## src/rtl/sprite_fetch_scheduler.sv

```systemverilog
// Per-pixel scheduler sharing one synchronous sprite ROM between the fireboy and icegirl layers.
// Hit-tests both sprites on a pixel strobe, reads fireboy then icegirl, and commits both layers on one edge.
module sprite_fetch_scheduler #(
    parameter int unsigned SPR_W   = 32,
    parameter int unsigned SPR_H   = 32,
    parameter int unsigned ADDR_W  = 13,
    parameter int unsigned FB_BASE = 0,
    parameter int unsigned IG_BASE = 4096
) (
    input  logic              Clk,
    input  logic              Reset_n,
    input  logic              pixel_strobe,
    input  logic [9:0]        NextX,
    input  logic [9:0]        NextY,
    input  logic [9:0]        fb_x,
    input  logic [9:0]        fb_y,
    input  logic [9:0]        ig_x,
    input  logic [9:0]        ig_y,
    input  logic [1:0]        fb_frame,
    input  logic [1:0]        ig_frame,
    input  logic              fb_flip,
    input  logic              ig_flip,
    output logic [ADDR_W-1:0] rom_addr,
    output logic              rom_rd,
    input  logic [7:0]        rom_q,
    output logic              is_fireboy,
    output logic [7:0]        fireboy_data,
    output logic              is_icegirl,
    output logic [7:0]        icegirl_data,
    output logic              busy,
    output logic              overrun
);

    localparam int unsigned DX_W = $clog2(SPR_W);
    localparam int unsigned DY_W = $clog2(SPR_H);

    typedef enum logic [1:0] {IDLE, ADDR_FB, ADDR_IG, CAP_IG} state_t;

    // Bounds are compared 11 bits wide so a sprite near the right/bottom edge never wraps to 0.
    function automatic logic hit_test(input logic [9:0] px, input logic [9:0] py,
                                      input logic [9:0] ox, input logic [9:0] oy);
        return ({1'b0, px} >= {1'b0, ox}) && ({1'b0, px} < ({1'b0, ox} + 11'(SPR_W))) &&
               ({1'b0, py} >= {1'b0, oy}) && ({1'b0, py} < ({1'b0, oy} + 11'(SPR_H)));
    endfunction

    function automatic logic [ADDR_W-1:0] sprite_addr(input logic [9:0] px, input logic [9:0] py,
                                                      input logic [9:0] ox, input logic [9:0] oy,
                                                      input logic [1:0] frame, input logic flip,
                                                      input int unsigned base);
        logic [DX_W-1:0] dx;
        logic [DY_W-1:0] dy;
        logic [31:0]     sum;
        dx = DX_W'(px - ox);
        dy = DY_W'(py - oy);
        if (flip) dx = DX_W'(SPR_W - 1) - dx;
        sum = base + 32'(frame) * (SPR_W * SPR_H) + 32'(dy) * SPR_W + 32'(dx);
        return ADDR_W'(sum);
    endfunction

    state_t             state_q, state_d;
    logic               hit_fb_q, hit_fb_d, hit_ig_q, hit_ig_d;
    logic [ADDR_W-1:0]  ig_addr_q, ig_addr_d;
    logic [ADDR_W-1:0]  rom_addr_q, rom_addr_d;
    logic               rom_rd_q, rom_rd_d;
    logic [7:0]         fb_buf_q, fb_buf_d;
    logic               is_fireboy_q, is_fireboy_d, is_icegirl_q, is_icegirl_d;
    logic [7:0]         fireboy_data_q, fireboy_data_d, icegirl_data_q, icegirl_data_d;
    logic               busy_q, busy_d, overrun_q, overrun_d;

    logic               fb_hit_c, ig_hit_c;
    logic [ADDR_W-1:0]  fb_addr_c, ig_addr_c;

    always_comb begin
        fb_hit_c  = hit_test(NextX, NextY, fb_x, fb_y);
        ig_hit_c  = hit_test(NextX, NextY, ig_x, ig_y);
        fb_addr_c = sprite_addr(NextX, NextY, fb_x, fb_y, fb_frame, fb_flip, FB_BASE);
        ig_addr_c = sprite_addr(NextX, NextY, ig_x, ig_y, ig_frame, ig_flip, IG_BASE);
    end

    // Next-state and registered-output logic; rom_addr only moves when a read is issued.
    always_comb begin
        state_d        = state_q;
        hit_fb_d       = hit_fb_q;
        hit_ig_d       = hit_ig_q;
        ig_addr_d      = ig_addr_q;
        rom_addr_d     = rom_addr_q;
        rom_rd_d       = 1'b0;
        fb_buf_d       = fb_buf_q;
        is_fireboy_d   = is_fireboy_q;
        fireboy_data_d = fireboy_data_q;
        is_icegirl_d   = is_icegirl_q;
        icegirl_data_d = icegirl_data_q;
        overrun_d      = overrun_q;

        case (state_q)
            IDLE: begin
                if (pixel_strobe) begin
                    hit_fb_d  = fb_hit_c;
                    hit_ig_d  = ig_hit_c;
                    ig_addr_d = ig_addr_c;
                    rom_rd_d  = fb_hit_c;
                    if (fb_hit_c) rom_addr_d = fb_addr_c;
                    state_d   = ADDR_FB;
                end
            end
            ADDR_FB: begin
                rom_rd_d = hit_ig_q;
                if (hit_ig_q) rom_addr_d = ig_addr_q;
                state_d  = ADDR_IG;
            end
            ADDR_IG: begin
                fb_buf_d = hit_fb_q ? rom_q : 8'h00;
                state_d  = CAP_IG;
            end
            CAP_IG: begin
                is_fireboy_d   = hit_fb_q;
                fireboy_data_d = fb_buf_q;
                is_icegirl_d   = hit_ig_q;
                icegirl_data_d = hit_ig_q ? rom_q : 8'h00;
                state_d        = IDLE;
            end
            default: state_d = IDLE;
        endcase

        if (pixel_strobe && (state_q != IDLE)) overrun_d = 1'b1;
        busy_d = (state_d != IDLE);
    end

    always_ff @(posedge Clk or negedge Reset_n) begin
        if (!Reset_n) begin
            state_q        <= IDLE;
            hit_fb_q       <= 1'b0;
            hit_ig_q       <= 1'b0;
            ig_addr_q      <= '0;
            rom_addr_q     <= '0;
            rom_rd_q       <= 1'b0;
            fb_buf_q       <= 8'h00;
            is_fireboy_q   <= 1'b0;
            fireboy_data_q <= 8'h00;
            is_icegirl_q   <= 1'b0;
            icegirl_data_q <= 8'h00;
            busy_q         <= 1'b0;
            overrun_q      <= 1'b0;
        end else begin
            state_q        <= state_d;
            hit_fb_q       <= hit_fb_d;
            hit_ig_q       <= hit_ig_d;
            ig_addr_q      <= ig_addr_d;
            rom_addr_q     <= rom_addr_d;
            rom_rd_q       <= rom_rd_d;
            fb_buf_q       <= fb_buf_d;
            is_fireboy_q   <= is_fireboy_d;
            fireboy_data_q <= fireboy_data_d;
            is_icegirl_q   <= is_icegirl_d;
            icegirl_data_q <= icegirl_data_d;
            busy_q         <= busy_d;
            overrun_q      <= overrun_d;
        end
    end

    assign rom_addr     = rom_addr_q;
    assign rom_rd       = rom_rd_q;
    assign is_fireboy   = is_fireboy_q;
    assign fireboy_data = fireboy_data_q;
    assign is_icegirl   = is_icegirl_q;
    assign icegirl_data = icegirl_data_q;
    assign busy         = busy_q;
    assign overrun      = overrun_q;

endmodule

```

## config.mk

```make
export PLATFORM = sky130hd
export DESIGN_NAME = sprite_fetch_scheduler
export DESIGN_NICKNAME = d
export VERILOG_FILES = /design/src/rtl/sprite_fetch_scheduler.sv
export SDC_FILE = /design/constraint.sdc
export NUM_CORES = 1
export LEC_CHECK = 0
export ABC_AREA = 1
export BUFFER_PORTS_ARGS = -buffer_cell sky130_fd_sc_hd__buf_2
export CELL_PAD_IN_SITES_DETAIL_PLACEMENT = 1
export CELL_PAD_IN_SITES_GLOBAL_PLACEMENT = 1
export CORE_MARGIN = 2
export CORE_UTILIZATION = 40
export DETAILED_ROUTE_END_ITERATION = 10
export PLACE_DENSITY_LB_ADDON = 0.1
export SYNTH_ARGS = -nofsm -noshare
export SYNTH_HDL_FRONTEND = slang
export SYNTH_SLANG_ARGS = --single-unit
```

## constraint.sdc

```tcl
create_clock -name Clk -period 2.42 [get_ports Clk]
set_clock_uncertainty 0.15 [all_clocks]
set_input_delay 0.121 -clock Clk [delete_from_list [all_inputs] [get_ports Clk]]
set_output_delay 0.121 -clock Clk [all_outputs]
set_load 0.005 [all_outputs]
```

==> impl_metrics.toml <==
[place]
hpwl_mm = 10.3
place_inst = 862
gp_congestion = 0.795
place_ws_ns = 0.0450
io_buffers = 110
dpl_cell_area_sq_um = 5410

[final_layout]
stdcell_area_sq_um = 5810
area_delta_synth_final_pct = 24.2
antennaDiodeCount = 0
finalNetCount = 891
final_layout_size_suffix_gt1_share_pct = 20.2
stdcell_count = 889
multi_input_area_sq_um = 2790
fin_util_pct = 50.9
fill_cells = 1492
regArea_sq_um = 1480

[yosys]
synth_top_area_share_pct = 31.6
netlist_top_cells_area = "dfrtp_1, ha_1, nand2_1"
synth_fp_nets = 761
synth_flop_cell = "dfrtp_1"
yosysSeqAreaShare_pct = 31.6
synth.most_common_cell = "nand2_1"
synthArstFlopShare_pct = 100
synth.yosys.warnings = 0
netlist_area_sq_um = 4680
postSynthCellCount = 612
synth_top_area_cell = "dfrtp_1"
avgSynthCellArea_sq_um = 7.65
yosys-top-cells-count = "nand2_1, inv_1, ha_1, dfrtp_1, nor2_1"
ys_seq_elements = 59
synth.distinct_cells = 36
synth-edff-count = 0

[cts]
numCtsBuffers = 9
clk_path_buf_depth = 2
cts_resized = 0
htreeDepth = 3
cts_tree = "yes"
cts_root_buffer = "clkbuf_16"
insertion_delay_ns = 0.32
clk_pin_slew_ns = 0.05
cts_sinks = 59

[run]
maxCapViolations = 0

[detailed_routing]
drc = 0
detail-route-antenna-nets = 0
drt_iter0_drc = 143
dr_total_vias = 4367
routed_wl_mm = 12.5
via_per_inst = 4.91
first_pass_iters = 4
wl_per_cell_um = 14.1

[worst_setup_path]
cp_slowest_stage_delay_ns = 0.32
start_kind = "input pin"
crit_fanout = 13
path_common_cell = "nand2_1"
slowest_stage = "o21bai_4"
cp.required_ns = 2.48
criticalPathCategory = "input pin to flop"
crit_arrival_ns = 2.12
path_cells = "buf_2 -> ha_1 -> nand2_1 -> o21ai_0 -> o21ai_0 -> ha_1 -> inv_1 -> nor2_1 -> nand2_1 -> nor2_1 -> nor2_1 -> nand2_1 -> o21bai_4 -> nand2_4 -> nand2_1 -> nand2_1"
cp-end-kind = "flop"

[power_and_ir_drop]
leakagePower_nw = 3.29
power_mw = 4.56
vdd_drop_max_mv = 0.578
power_density_nw_per_um2 = 785

[run_status]
status = "completed"

[floorplanning]
start_util_pct = 41.0
die_w_um = 112
design.core.area_sq_um = 11400
std_cell_rows = 39
die_height_um = 112
dieArea_sq_um = 12600
num_io_pins = 111

[sta]
finalWorstSetupSlack_ns = 0.358
hold-worst-slack_ns = 0.0355
hold_viol = 0
finalSetupViolCount = 0
fmax_mhz = 485
final_max_slew_viol_count = 0
period_needed_ns = 2.06
finalCritPeriodShare_pct = 85.2
slew_headroom_pct = 39.9
tightest_slew_ns = 0.901
rsz0062_at_grt = "no"
finalSetupTns_ns = 0

[grt]
overflow = 0
grt_pass1_wl_mm = 22.2
antenna_found_initial = 0
grt_max_degree = 41
grt_use_total_pct = 21.1
grt_pass1_vias = 4849

[worst_hold_path]
hold_class = "input pin to flop"
## sequential cells by signal, indices dropped and copies added, names as in the netlist, 2 cells and up
signal	cells
fb_buf_q	8
fireboy_data	8
state_q	2
ig_addr_q	13
rom_addr	13
icegirl_data	8
## layer usage
layer	wire length [um]	vias to the layer above	GRT usage (%)	part of all wire, %
li1	-	2222	-	-
met1	5630	2057	26.4	45
met2	6330	78	38.8	51
met3	428	10	2.27	3.4
met4	119	0	5.04	0.95
met5	0	-	0	0
## cell families after synthesis
logic type / synth area share [%]
AOI/OAI and AO/OA: 10.4
xor gates and xnor gates: 5.24
adders and majority gates: 19.9
buffers and inverters: 8.82
DFF: 31.6
muxes: 2.17
and+or+nand+nor: 21.9
## path summary, 6_finish.rpt
path / cells past startpoint / to / from / slack (ns)
setup / recovery: 16 / rom_addr[4] / fb_x[5] / 0.36
hold / removal: 5 / rom_addr[10] / fb_frame[0] / 0.04
setup reg to reg: 8 / rom_addr[4] / state_q[1] / 0.43
hold reg to reg: 2 / rom_addr[3] / rom_addr[3] / 0.32
max in group asynchronous: 3 / icegirl_data[5] / Reset_n / 1.06
min in group asynchronous: 2 / icegirl_data[0] / Reset_n / 0.33
## repair_timing
action                                 CTS  global route
hold buffers                            12             0
setup buffers                            0             0
endpoints found under the hold margin   57             0
## layout by cell type (no fill, tap or decap), drive strengths merged, types with 12 or more instances in the layout
cell         count
dfrtp           59
ha              68
nor2            41
a21oi           30
dlygate4sd3     12
xor2            18
nand3           29
inv             94
buf            117
nand2          171
o21ai           39
clkbuf          14
## worst max-delay path, delay by kind of cell
kind	cells	cell delay, ns
AOI/OAI and AO/OA	3	0.58
and+or+nand+nor	9	0.74
adders and majority gates	2	0.48
buffers and inverters	2	0.17
## power by group
group | switching [mW] | internal (mW)
logic | 1.08 | 0.773
registers | 0.194 | 1.35
clock network | 0.400 | 0.769
## final cells by class
class / count / share of cell area (%)
multi-input combinational: 447 / 48.0
inverter: 96 / 6.20
clock buffer: 14 / 4.72
sequential: 59 / 25.4
clock inverter: 1 / 0.129
timing repair buffer: 129 / 12.4
tap: 143 / 3.08
No activity file was read; power rests on OpenSTA's default activity.
